[src/rtl/temp_sensor_frontend.sv]
// Serial temperature sensor reader with clamp, fault flag
// and 4-sample moving average for the AC controller.
module temp_sensor_frontend #(
  parameter int CLK_DIV       = 4,
  parameter int SAMPLE_PERIOD = 1000
) (
  input  logic       clk,
  input  logic       reset,
  input  logic       sample_now,
  input  logic       sens_sdo,
  output logic       sens_cs_n,
  output logic       sens_sclk,
  output logic [6:0] temperature,
  output logic       temp_valid,
  output logic       sensor_fault
);

  localparam int PW = $clog2(SAMPLE_PERIOD);
  localparam int DW = $clog2(2 * CLK_DIV + 1);

  localparam logic [PW-1:0] P_LAST   = PW'(SAMPLE_PERIOD - 1);
  localparam logic [DW-1:0] PH_END   = DW'(CLK_DIV - 1);
  localparam logic [DW-1:0] HI_START = DW'(CLK_DIV);
  localparam logic [DW-1:0] BIT_END  = DW'(2 * CLK_DIV - 1);

  typedef enum logic [2:0] {
    IDLE,
    CS_SETUP,
    SHIFT,
    CS_HOLD,
    PROCESS
  } state_e;

  state_e          state_q, state_d;
  logic [PW-1:0]   per_q, per_d;
  logic [DW-1:0]   cnt_q, cnt_d;
  logic [2:0]      bit_q, bit_d;
  logic [7:0]      shreg_q, shreg_d;
  logic [3:0][6:0] win_q, win_d;
  logic            fill_q, fill_d;
  logic [6:0]      temp_q, temp_d;
  logic            valid_q, valid_d;
  logic            fault_q, fault_d;

  logic            tick;
  logic            trigger;
  logic [6:0]      sample;
  logic [8:0]      sum;

  assign tick    = (per_q == P_LAST);
  assign trigger = tick | sample_now;
  assign per_d   = tick ? '0 : per_q + 1'b1;

  assign sens_cs_n    = !((state_q == CS_SETUP) ||
                          (state_q == SHIFT) ||
                          (state_q == CS_HOLD));
  assign sens_sclk    = (state_q == SHIFT) && (cnt_q >= HI_START);
  assign temperature  = temp_q;
  assign temp_valid   = valid_q;
  assign sensor_fault = fault_q;

  always_comb begin
    state_d = state_q;
    cnt_d   = cnt_q;
    bit_d   = bit_q;
    shreg_d = shreg_q;
    win_d   = win_q;
    fill_d  = fill_q;
    temp_d  = temp_q;
    valid_d = 1'b0;
    fault_d = fault_q;
    sample  = '0;
    sum     = '0;
    unique case (state_q)
      IDLE: begin
        cnt_d = '0;
        if (trigger) state_d = CS_SETUP;
      end
      CS_SETUP: begin
        if (cnt_q == PH_END) begin
          cnt_d   = '0;
          bit_d   = '0;
          state_d = SHIFT;
        end else begin
          cnt_d = cnt_q + 1'b1;
        end
      end
      SHIFT: begin
        // capture on the cycle sclk rises
        if (cnt_q == HI_START) shreg_d = {shreg_q[6:0], sens_sdo};
        if (cnt_q == BIT_END) begin
          cnt_d = '0;
          if (bit_q == 3'd7) state_d = CS_HOLD;
          else bit_d = bit_q + 1'b1;
        end else begin
          cnt_d = cnt_q + 1'b1;
        end
      end
      CS_HOLD: begin
        if (cnt_q == PH_END) begin
          cnt_d   = '0;
          state_d = PROCESS;
        end else begin
          cnt_d = cnt_q + 1'b1;
        end
      end
      PROCESS: begin
        state_d = IDLE;
        if (shreg_q == 8'hFF) begin
          fault_d = 1'b1;
        end else begin
          fault_d = 1'b0;
          valid_d = 1'b1;
          sample  = shreg_q[7] ? 7'd0 : shreg_q[6:0];
          if (!fill_q) win_d = {4{sample}};
          else win_d = {win_q[2:0], sample};
          fill_d = 1'b1;
          sum    = {2'b00, win_d[0]} + {2'b00, win_d[1]} +
                   {2'b00, win_d[2]} + {2'b00, win_d[3]};
          temp_d = sum[8:2];
        end
      end
      default: state_d = IDLE;
    endcase
  end

  always_ff @(posedge clk or negedge reset) begin
    if (!reset) begin
      state_q <= IDLE;
      per_q   <= '0;
      cnt_q   <= '0;
      bit_q   <= '0;
      shreg_q <= '0;
      win_q   <= '0;
      fill_q  <= 1'b0;
      temp_q  <= '0;
      valid_q <= 1'b0;
      fault_q <= 1'b0;
    end else begin
      state_q <= state_d;
      per_q   <= per_d;
      cnt_q   <= cnt_d;
      bit_q   <= bit_d;
      shreg_q <= shreg_d;
      win_q   <= win_d;
      fill_q  <= fill_d;
      temp_q  <= temp_d;
      valid_q <= valid_d;
      fault_q <= fault_d;
    end
  end

endmodule

[config.mk]
export PLATFORM = sky130hd
export DESIGN_NAME = temp_sensor_frontend
export DESIGN_NICKNAME = d
export VERILOG_FILES = /design/src/rtl/temp_sensor_frontend.sv
export SDC_FILE = /design/constraint.sdc
export NUM_CORES = 1
export LEC_CHECK = 0
export CAP_MARGIN = 10
export CORE_MARGIN = 2
export CORE_UTILIZATION = 60
export CTS_CLUSTER_DIAMETER = 120
export CTS_CLUSTER_SIZE = 16
export DETAILED_ROUTE_END_ITERATION = 12
export PLACE_DENSITY_LB_ADDON = 0.08
export SYNTH_ARGS = -nofsm -noshare
export SYNTH_HDL_FRONTEND = slang
export SYNTH_SLANG_ARGS = --single-unit
export TNS_END_PERCENT = 30
[constraint.sdc]
create_clock -name clk -period 3.8 [get_ports clk]
set_clock_uncertainty 0.2 [all_clocks]
set_input_delay 0.38 -clock clk [delete_from_list [all_inputs] [get_ports clk]]
set_output_delay 0.38 -clock clk [all_outputs]
set_load 0.01 [all_outputs]
---- Word-level counts from Yosys, hierarchy flattened ----
Cells that the tools add are included.
storage, ports and cells
  input bits .............................. 4
  bits in registers ....................... 59
  output and inout bits ................... 11
operators by class
  add/sub/neg operators ................... 6
  bitwise logic cells ..................... 2
  equality and inequality tests ........... 16
  reduce and logical (&&, ||, !) cells .... 12
  $lt $le $gt $ge ......................... 1
  multiplexer cells ....................... 21
operator list
  kind                     number
  $mux W28                 3
  $mux W3                  8
  $pmux W3 S4              1
  $pmux W4 S3              1
  $add A10 B1 Y10 const B  1
  $eq A10 B10 Y1 const B   1
  $mux W10                 1
  $add A8 B7 Y9            1
  $add A9 B7 Y9            1
  $add A7 B7 Y8            1
  $eq A4 B3 Y1 const B     2
  $eq A8 B8 Y1 const B     1
  $mux W4                  2
  $ne A2 B1 Y1 const B     4
  $mux W7                  1
  $eq A3 B2 Y1 const B     2
  $eq A3 B3 Y1 const B     2
  $pmux W3 S2              1
  $reduce_and A5 Y1        1
  $add A4 B1 Y4 const B    1
  $eq A4 B2 Y1 const B     1
  $ge A4 B3 Y1 const B     1
  $ne A2 B2 Y1 const B     2
  $reduce_and A2 Y1        2
  13 further kinds         16

---- Depth between registers and ports, before layout ----
Gate-level depths: netlist of run 1.
  word-level depth ........................ 7
  mapped depth ............................ 13
  depth with buffers taken out ............ 12

---- Least setup slack after synthesis of run 1 ----
Ideal clock, no wire load.
  kind .................................... reg2reg
  from .................................... register fill_q
  to ...................................... register temp_q[4], in the netlist temperature[4]
  buffers on the path ..................... 2
  clock period less this slack ............ 3.377 ns
  arrival ................................. 3.109 ns
  stages on the path, launching flop included .. 13
  slack ................................... 0.423 ns
  cell sequence ........................... dfrtp_1 buf_6 clkbuf_1 nor2_1 a21oi_1 fa_1 fa_1 inv_1 ha_1 nand4_1 a211o_1 a311o_1 nand3_2
between the ends
  cells in the longest elaborated chain, start to end .. 6
RTL lines
  what                    line  text
  start, declared         40    logic fill_q, fill_d;
  start signal, assigned  146   fill_q <= fill_d;
  $mux W28 *              115   if (!fill_q) win_d = {4{sample}};
  $mux W28 *              109   if (shreg_q == 8'hFF) begin
  $mux W28 *              74    unique case (state_q)
  $add A7 B7 Y8           118   sum = {2'b00, win_d[0]} + {2'b00, win_d[1]} +
  $add A8 B7 Y9           118
  $add A9 B7 Y9 *         119   {2'b00, win_d[2]} + {2'b00, win_d[3]};
  end signal, assigned    147   temp_q <= temp_d;
  end, declared           41    logic [6:0] temp_q, temp_d;
Mark *: on every way between the ends. The rest lies on a longest branch, timed or not. The select of a mux whose other input is x is not followed.
A chain may end at the register's enable or synchronous reset.

---- Worst setup path after layout of run 1 ----
  from .................................... register shreg_q[7]
  to ...................................... register temp_q[4], in the netlist temperature[4]
between the ends
  cells in the longest elaborated chain, start to end .. 7
  elaborated cells on any way between the ends .. 10
  classes of those cells .................. add/sub: 3; eq/ne: 1; mux: 4; bitwise: 1; reduce/logical: 1
RTL lines
  what                    line  text
  start, declared         38    logic [7:0] shreg_q, shreg_d;
  start signal, assigned  144   shreg_q <= shreg_d;
  $mux W7                 114   sample = shreg_q[7] ? 7'd0 : shreg_q[6:0];
  $mux W28                115
  $mux W28                109
  $mux W28                74
  $add A7 B7 Y8           118
  $add A8 B7 Y9           118
  $add A9 B7 Y9           119
Several ways; a longest one is shown, not always the timed one. The select of a mux whose other input is x is not followed.

==> summary.md, run 1 <==
| Metric | Value |
|---|---|
| Antenna Nets Post-Route | 0 |
| CTS tree | done |
| Synth async-reset ratio | 100% |
| Placer congestion estimate | around 0.8 |
| Buf+Inv Stages, Crit Path | 1 |
| Post-CTS Hold Fix Bufs | 0 |
| Die footprint | about 6200 sq um |
| Final min period | roughly 3.5 ns |
| Final setup violation count | 0 |
| Post-synthesis sequential element count | around 60 |
| Worst-Skew Late Latency | 0.33 ns |
| Yosys top cell area share | between 40% and 50% |
| Slew @ Worst Pin | 1.01 ns |
| CTS Sinks | just under 60 |
| Gr ovfl total | 0 |
| Core area | ~5400 sq um |
| Root Driver | clkbuf_8 |
| Dpl cell area | 3530 sq um |
| CP endpoint kind | flop |
| Post-DP HPWL | ~4400 um |
| Die span in y | about 79 um |
| Area of the multi-input gates | around 1700 sq um |
| CP peak stage delay | around 0.56 ns |
| Sequential element share of the synthesized area | about 44% |
| Post-synth top cells | 59 x dfrtp_1, 37 x nand2_1, 30 x nor2_1, 25 x inv_1, 24 x a21oi_1 |
| Vias in the first global route | 2357 |
| Static leakage | between 1.5 and 2 nW |
| Critical path class | reg -> reg |
| Critical Path RT | roughly 3.9 ns |
| Critical path cell sequence | nand2b_1, nor2_1, a21oi_1, fa_1, fa_1, inv_1, ha_1, nand4_1, a211o_1, a311o_1, nand3_2 |
| H-tree depth | 3 |
| Worst hold path type | in -> async |
| FP Rows | 27 |
| Mapped Avg Cell Area | 9.74 sq um |
| Synth warn | 0 |
| Avg Vias per Cell | between 5 and 6 |
| Fillcell total | approximately 440 |
| Critical path arrival | 3.61 ns |
| Clk slew on worst S/H paths | approximately 0.060 ns |
| Initial Utilization | around three fifths |
| IO Pins | 15 |
| Slowest CP cell | fa_1 |
| EDFF count, synth | 0 |
| Number of distinct library cells after synthesis | between 40 and 50 |
| PortBufs | 14 |
| WP depth | 11 |
| Max frequency | between 200 and 300 MHz |
| Slew HR | 32.6% |
| Clock buffer depth | 2 |
| Crit share post-route | 93.0% |
| Setup tns final | 0 ns |
| Wire per inst | approximately 14 um |
| Main flop type after synthesis | dfrtp_1 |
| Number of buffers created by CTS | 9 |
| MaxCap Viol Count | 0 |
| Pwr per Cell Area | about 370 nW/um^2 |
| First-pass GRT wire length | about 11000 um |
| Synthesized Nets | about 370 |
| Mapped Cells | between 300 and 400 |
| Area Growth Syn to Fin | 11.6% |
| Cell with the most instances after synthesis | dfrtp_1 |
| Routed WL | around 6100 um |
| Die width | 78.7 um |
| Synth area leader | dfrtp_1 |
| Synth Cell Area | between 3000 and 4000 sq um |
| Layout cell share with drive strength beyond 1 | a little under an eighth |
| Drt pass-1 iters | 6 |
| Startpoint types | flop |
| Vias | between 2000 and 2500 |
| Initial antenna violation count | 0 |
| Cell family with most CP delay | adder cells |
| DR iter-0 viols | approximately 130 |
| FF+latch area | roughly 1500 sq um |
| RSZ-0062 raised after global routing | false |
| Slew Limit Fails | 0 |
| CP Max Fanout | 10 |
| Post-CTS Setup Bufs | 0 |
| Largest cells by area after synthesis | dfrtp_1 44%, fa_1 6.6%, mux2_2 5.7% |
| R2r worst-path depth | 11 |
| Total track usage | approximately 23% |
| Fin. Hold Viols | 0 |
| # DRC | 0 |
| Ant diodes | 0 |
| Nets | around 390 |
| Status | finished, final reports clean |
| Largest net degree at the start of global routing | 47 |
| Max IR drop VDD | approximately 0.25 mV |
| Crit path top cell by count | fa_1 |
| Layout Cell Area excl Fill | around 3700 sq um |
sequential cells by signal, indices dropped and copies added, names as in the netlist:
signal,cells
shreg_q,8
state_q,3
temperature,7
fill_q,1
bit_q,3
per_q,10
cnt_q,4
sensor_fault,1
win_q,21
temp_valid,1
path summary, 6_finish.rpt:
check / start / endpoint / slack (ns)
max: shreg_q[7] / temperature[4] / 0.27
min reg2reg: per_q[0] / per_q[0] / 0.25
max reg2reg: shreg_q[7] / temperature[4] / 0.27
max in group asynchronous: reset / win_q[20] / 2.61
min: reset / win_q[16] / 0.02
min in group clk: per_q[0] / per_q[0] / 0.25
logic make-up after synthesis:
family	after synthesis	share of synthesized area, %
AND/OR/NAND/NOR	113	16.5
AO/OA/AOI/OAI	78	14.0
flip-flops	59	44.0
buffers and inverters	41	5.08
adder cells (fa/ha/maj)	25	11.8
multiplexers	17	5.71
XOR/XNOR	11	2.87
power by group:
group,total [mW],internal [mW],switching [mW],leakage (nW)
clock network,0.581,0.348,0.233,0.104
logic,0.171,0.0674,0.103,0.868
registers,0.635,0.632,0.00349,0.770
routing by layer:
layer,wire (um),share of wire [%],GRT usage (%)
met5,0,0,0
met4,94,1.5,10.0
met3,192,3.2,4.43
met2,2910,48,36.7
met1,2890,48,30.3
timing repair:
item,CTS,global route
resized for setup,0,2
endpoints found under the setup margin,0,2
hold endpoints to repair,0,0
final cells by class:
| type | count | share of cell area (%) |
|---|---|---|
| multi-input cells | 244 | 45.7 |
| flip-flops and latches | 59 | 39.5 |
| clock buffers | 12 | 4.41 |
| repair buffers | 18 | 4.41 |
| inverters | 26 | 2.61 |
| well taps | 72 | 2.41 |
| clock inverters | 2 | 0.936 |
per-stage QoR:
step | utilization [%] | instances | setup slack [ns] | total power [mW] | hold slack [ns]
2_1_floorplan | - | 344 | 0.423 | 0.767 | -0.116
3_3_place_gp | 65.0 | 419 | 0.318 | 0.811 | 0.243
3_5_place_dp | 65.0 | 419 | 0.250 | 0.813 | 0.241
4_1_cts | 68.7 | 433 | 0.240 | 1.40 | 0.0447
5_1_grt | 68.8 | 433 | 0.0803 | 1.46 | 0.122
6_report | 68.8 | 433 | 0.265 | 1.39 | 0.0197
cells in the final DEF (no fill, tap or decap), types with 4 or more instances in the layout:
cell type,Yosys,routed
a21o_1,7,7
a21oi_1,24,24
and2_1,4,4
and3_1,4,4
buf_4,1,4
clkbuf_8,0,12
clkdlybuf4s50_1,0,13
dfrtp_1,59,58
fa_1,11,11
ha_1,14,14
inv_1,25,25
mux2_2,17,17
nand2_1,37,37
nand2b_1,11,11
nand3_1,8,8
nor2_1,30,30
o21ai_0,16,16
o21ai_1,10,10
xnor2_1,4,4
xor2_1,7,7
Note: power is estimated with default switching activity, not from simulation.
==> run 2, diff against run 1 <==
- GPL_TIMING_DRIVEN: not set -> 0
- SLEW_MARGIN: not set -> 20
- TNS_END_PERCENT: 30 -> 10
==> run 2 against run 1 <==
Non-clock buffer count grew 12. Cell count grew 3.2%. Maximum frequency shrank 0.88%. Via count grew 3.4%.
==> summary.md, run 2 (synthesized netlist as in run 1, its figures left out) <==
| Metric | Value |
|---|---|
| Status | finished, final reports clean |
| Area Growth Syn to Fin | 14.0% |
| Root Driver | clkbuf_8 |
| Commonest non-fill, non-tap cell in the layout | dfrtp_1 |
| CP Max Fanout | 10 |
| IO Pins | 15 |
| GR peak layer | met2 |
| Die span in y | 78.7 um |
| Clock buffer depth | 2 |
| Critical Path RT | just under 4 ns |
| Gr ovfl total | 0 |
| Routed WL | 6710 um |
| Worst-Skew Late Latency | approximately 0.34 ns |
| Avg Vias per Cell | about 5.5 |
| # DRC | 0 |
| Final setup violation count | 0 |
| Die width | 78.7 um |
| Nets | 399 |
| Slew @ Worst Pin | between 0.6 and 0.7 ns |
| First-pass GRT wire length | between 10000 and 15000 um |
| PortBufs | 14 |
| Hold path start | per_q[0] |
| Critical path class | reg -> reg |
| Biggest regs | win_q: 21 flops, per_q: 10 flops, shreg_q: 8 flops |
| Hold path depth | 1 |
| Slew HR | 56.4% |
| Post-DP HPWL | between 4000 and 5000 um |
| P_int | ~1.1 mW |
| Combinational share of power | around an eighth |
| Largest register FFs | 21 |
| Drt pass-1 iters | 4 |
| Fin. Hold Viols | 0 |
| Met1 Use GR | around a third |
| Core area | around 5400 sq um |
| Dpl cell area | between 3000 and 4000 sq um |
| Fillcell total | 441 |
| Flop pwr share | between 40% and 50% |
| Final min period | 3.57 ns |
| Pwr per Cell Area | roughly 370 nW/um^2 |
| Initial Utilization | between 60% and 70% |
| Max IR drop VDD | approximately 0.23 mV |
| Startpoint types | flop |
| Ant diodes | 0 |
| MaxCap Viol Count | 0 |
| CP endpoint kind | flop |
| Clk slew on worst S/H paths | approximately 0.060 ns |
| R2r worst-path depth | 11 |
| Reg-to-Reg End | temperature[4] |
| Top reg by flops | win_q |
| Reg2Reg Launch Point | shreg_q[7] |
| CTS tree | done |
| FP Rows | 27 |
| Vias in the first global route | ~2500 |
| Total track usage | about a quarter |
| Placer congestion estimate | ~0.86 |
| Largest net degree at the start of global routing | 32 |
| DR iter-0 viols | around 110 |
| Die footprint | slightly above 6000 sq um |
| Layout Cell Area excl Fill | 3820 sq um |
| Static leakage | between 1.5 and 2 nW |
| Met2 usage | between 40 and 50% |
| Final non-filler cell total | approximately 450 |
| Antenna Nets Post-Route | 0 |
| Wire per inst | 15.0 um |
| Setup slack, reg-to-reg | between 0.2 and 0.25 ns |
| CTS Sinks | between 50 and 60 |
| Worst hold path type | reg -> reg |
| Number of buffers created by CTS | 9 |
| H-tree depth | 3 |
| Max frequency | 280 MHz |
| Net switching power | around 350 uW |
| Crit share post-route | 93.8% |
| Most frequent cells in the layout | 59 x dfrtp_1, 37 x nand2_1, 30 x nor2_1 |
| Layout cell share with drive strength beyond 1 | 12.0% |
| Hold Path End | per_q[0] |
| Routing usage on met3 | ~3.8% |
| Placed cell count | 431 |
| Critical path arrival | around 3.7 ns |
| Vias | about 2500 |
| RSZ-0062 raised after global routing | false |
| Initial antenna violation count | 0 |
| Switching share of power | about a quarter |
| Clock share of power | 42.6% |
| Slew Limit Fails | 0 |
[run 2: cell type report]
| cell class | count | area (sq um) | area share, % |
|---|---|---|---|
| Clock buffer | 15 | 176 | 4.62 |
| Inverter | 26 | 97.6 | 2.55 |
| Clock inverter | 1 | 30.0 | 0.786 |
| Tap cell | 72 | 90.1 | 2.36 |
| Multi-Input combinational cell | 244 | 1710 | 44.8 |
| Buffer | 14 | 71.3 | 1.87 |
| Sequential cell | 59 | 1480 | 38.7 |
| Timing Repair Buffer | 16 | 168 | 4.39 |
[run 2: critical path: stages, from the launching register on]
cell and delay (ns):
dfrtp_1 0.44, nand2b_1 0.24, nor2_1 0.21, a21oi_1 0.11, fa_1 0.52, fa_1 0.55
inv_1 0.05, ha_1 0.35, nand4_1 0.12, a211o_1 0.32, a311o_1 0.33, nand3_2 0.07
[run 2: worst max path at each step]
stage	cells after the start	to	slack [ns]	start
after floorplan	12	temperature[4]	0.42	fill_q
after global placement	12	temperature[5]	-0.03	fill_q
after detailed placement	12	temperature[5]	-0.06	fill_q
after CTS	11	temperature[3]	0.11	fill_q
after global routing	11	temperature[6]	0.04	shreg_q[7]
final	11	temperature[4]	0.23	shreg_q[7]
[run 2: timing repair]
item,4_1_cts,5_1_grt
setup endpoints to repair,3,4
hold buffers,1,0
gates resized for setup,1,3
endpoints found under the hold margin,28,0
buffers inserted,0,0
gates cloned,0,0
[run 2: through the flow]
stage                     worst slack, ns  util (%)  TNS, ns  power (mW)  hold slack [ns]
after floorplan                     0.423         -        0       0.767           -0.116
after global placement            -0.0267      65.9  -0.0476       0.810            0.238
after detailed placement          -0.0597      66.2  -0.0981       0.815            0.126
after CTS                           0.109      70.1        0        1.41            0.255
after global routing               0.0376      70.2        0        1.47            0.282
final                               0.234      70.2        0        1.41            0.252
[run 2: power by group through the flow]
| stage | clock, mW | combinational (mW) | sequential [mW] |
|---|---|---|---|
| after floorplan | 0 | 0.122 | 0.645 |
| after global placement | 0 | 0.164 | 0.646 |
| after detailed placement | 0 | 0.169 | 0.646 |
| after CTS | 0.609 | 0.172 | 0.635 |
| after global routing | 0.630 | 0.204 | 0.635 |
| final | 0.600 | 0.174 | 0.635 |
[run 2: layer usage]
layer / vias to the layer above / wire length [um]
met5: - / 0
met4: 0 / 127
met3: 11 / 304
met2: 48 / 3220
met1: 1193 / 3060
li1: 1226 / -
==> run 3, diff against run 2 <==
- CORE_MARGIN: 2 -> not set
- CORE_UTILIZATION: 60 -> 35
==> run 3 against run 2 <==
Global-route usage fell by 9.2 points. Register-to-register slack better by 0.03 ns. Clock power decreased by 3.5%. Die area increased by 61%. First-iteration DRC count decreased by 13%. Cell count rose by 13%. Critical path type unchanged. Wire length is 3.6% higher. Critical path depth unchanged. Total power decreased by 1.5%. Sequential power barely moved. Worst hold slack better by 0.0067 ns.
==> summary.md, run 3 (synthesized netlist as in run 1, its figures left out) <==
| Metric | Value |
|---|---|
| Post-CTS Setup Bufs | 0 |
| CTS tree | done |
| Layout Cell Area excl Fill | 3890 sq um |
| Flop pwr share | 45.8% |
| Vias in the first global route | about 2400 |
| Setup slack, reg-to-reg | between 0.2 and 0.3 ns |
| Startpoint types | flop |
| Worst-Skew Late Latency | 0.34 ns |
| Slew HR | 55.4% |
| Status | finished, final reports clean |
| Dpl cell area | 3670 sq um |
| Worst hold path type | reg -> reg |
| Top reg by flops | win_q |
| Core area | 9240 sq um |
| Switching share of power | a little over a quarter |
| IO Pins | 15 |
| CP endpoint kind | flop |
| Largest net degree at the start of global routing | 40 |
| Number of buffers created by CTS | 9 |
| Initial Utilization | a little over a third |
| Die width | 99.9 um |
| P_int | 1.01 mW |
| Fin. Hold Viols | 0 |
| H-tree depth | 3 |
| Total track usage | 15.5% |
| Slew Limit Fails | 0 |
| Ant diodes | 0 |
| Crit share post-route | 93.1% |
| PortBufs | 14 |
| Routing usage on met3 | roughly 3.6% |
| Routed WL | between 6000 and 7000 um |
| FP Rows | 35 |
| RSZ-0062 raised after global routing | false |
| Critical path class | reg -> reg |
| Met1 Use GR | between 10% and 20% |
| Max IR drop VDD | ~0.22 mV |
| R2r worst-path depth | 11 |
| Commonest non-fill, non-tap cell in the layout | dfrtp_1 |
| Crit. Startpoint | fill_q |
| Met2 usage | a little over a quarter |
| DR iter-0 viols | slightly below 100 |
| Largest register FFs | 21 |
| CP Max Fanout | 17 |
| CP Capture Point | temperature[4] |
| MaxCap Viol Count | 0 |
| Post-DP HPWL | about 5000 um |
| Fin util | between 40% and 50% |
| Biggest regs | win_q: 21 flops, per_q: 10 flops, shreg_q: 8 flops |
| Placer congestion estimate | just under 0.8 |
| Reg-to-Reg End | temperature[4] |
| Setup tns final | 0 ns |
| Final min period | ~3.5 ns |
| Reg2Reg Launch Point | fill_q |
| Final setup violation count | 0 |
| Critical path arrival | ~3.6 ns |
| Die span in y | between 90 and 100 um |
| Drt pass-1 iters | 4 |
| # DRC | 0 |
| Vias | between 2000 and 2500 |
| Wire per inst | around 14 um |
| Most frequent cells in the layout | 58 x dfrtp_1, 37 x nand2_1, 29 x nor2_1 |
| Slew @ Worst Pin | roughly 0.66 ns |
| Die footprint | around 10000 sq um |
| Clock share of power | between 40% and 50% |
| Max frequency | 283 MHz |
| Combinational share of power | roughly an eighth |
| Layout cell share with drive strength beyond 1 | roughly an eighth |
| Net switching power | about 380 uW |
| Nets | roughly 400 |
| Final non-filler cell total | around 500 |
| Static leakage | 1.77 nW |
| Avg Vias per Cell | 4.83 |
| GR peak layer | met2 |
| Area Growth Syn to Fin | 16.1% |
| Pwr per Cell Area | roughly 360 nW/um^2 |
| Critical Path RT | 3.87 ns |
| First-pass GRT wire length | roughly 12000 um |
| Hold WS | ~0.26 ns |
| Root Driver | clkbuf_8 |
| Gr ovfl total | 0 |
| Antenna Nets Post-Route | 0 |
| Clk slew on worst S/H paths | 0.08 ns |
| Clock buffer depth | 2 |
| CTS Sinks | 59 |
| Placed cell count | approximately 500 |
| Initial antenna violation count | 0 |
-- run 3: cell types whose count changed in the layout (fill, tap and decap cells not counted) --
cell | before | now
nor2_1 | 30 | 29
a2111oi_0 | 1 | 0
a2111oi_1 | 0 | 1
nor2_2 | 0 | 1
clkbuf_1 | 9 | 6
dfrtp_1 | 59 | 58
dfrtp_2 | 0 | 1
clkinv_2 | 0 | 1
clkbuf_8 | 12 | 9
clkinv_4 | 0 | 3
inv_6 | 0 | 1
clkinvlp_4 | 0 | 1
-- run 3: worst max-delay path: stages (launching register included) --
cell,delay [ns]
dfrtp_1,0.37
buf_6,0.16
clkbuf_2,0.21
a21oi_1,0.25
fa_1,0.48
fa_1,0.55
inv_1,0.05
ha_1,0.34
nand4_1,0.13
a211o_1,0.33
a311o_1,0.34
nand3_2,0.08
-- run 3: how the worst min path moves through the flow --
stage | from | to | cells after the start
global route | reset | win_q[7] | 2
CTS | reset | win_q[9] | 2
floorplan | reset | bit_q[0] | 0
global placement | per_q[0] | per_q[0] | 1
finish | per_q[0] | per_q[0] | 1
detailed placement | reset | win_q[9] | 1
-- run 3: repair_timing --
| action | 4_1_cts | 5_1_grt |
|---|---|---|
| resized for setup | 1 | 6 |
| hold endpoints to repair | 20 | 0 |
| endpoints found under the setup margin | 4 | 4 |
| hold buffers | 1 | 0 |
| pin swaps | 0 | 0 |
-- run 3: final cells by class --
cell class | count | area [sq um]
inverters | 26 | 97.6
clock inverters | 7 | 77.6
repair buffers | 16 | 168
flip-flops and latches | 59 | 1480
well taps | 129 | 161
plain buffers | 14 | 71.3
clock buffers | 9 | 124
fillers | 903 | 5350
multi-input cells | 244 | 1710
-- run 3: layer usage --
| metal | vias up | routed length [um] |
|---|---|---|
| li1 | 1229 | - |
| met1 | 1170 | 3330 |
| met2 | 26 | 3390 |
| met3 | 9 | 142 |
| met4 | 0 | 99 |
| met5 | - | 0 |
-- run 3: power groups by stage --
stage | clock network (mW) | logic, mW | registers (mW)
floorplan | 0 | 0.122 | 0.645
CTS | 0.606 | 0.175 | 0.634
finish | 0.579 | 0.174 | 0.635
detailed placement | 0 | 0.172 | 0.647
global placement | 0 | 0.170 | 0.647
global route | 0.625 | 0.200 | 0.635
-- run 3: stage by stage --
step | power, mW | setup slack [ns]
2_1_floorplan | 0.767 | 0.423
3_3_place_gp | 0.816 | -0.117
3_5_place_dp | 0.819 | -0.109
4_1_cts | 1.41 | 0.0655
5_1_grt | 1.46 | 0.0515
6_report | 1.39 | 0.261
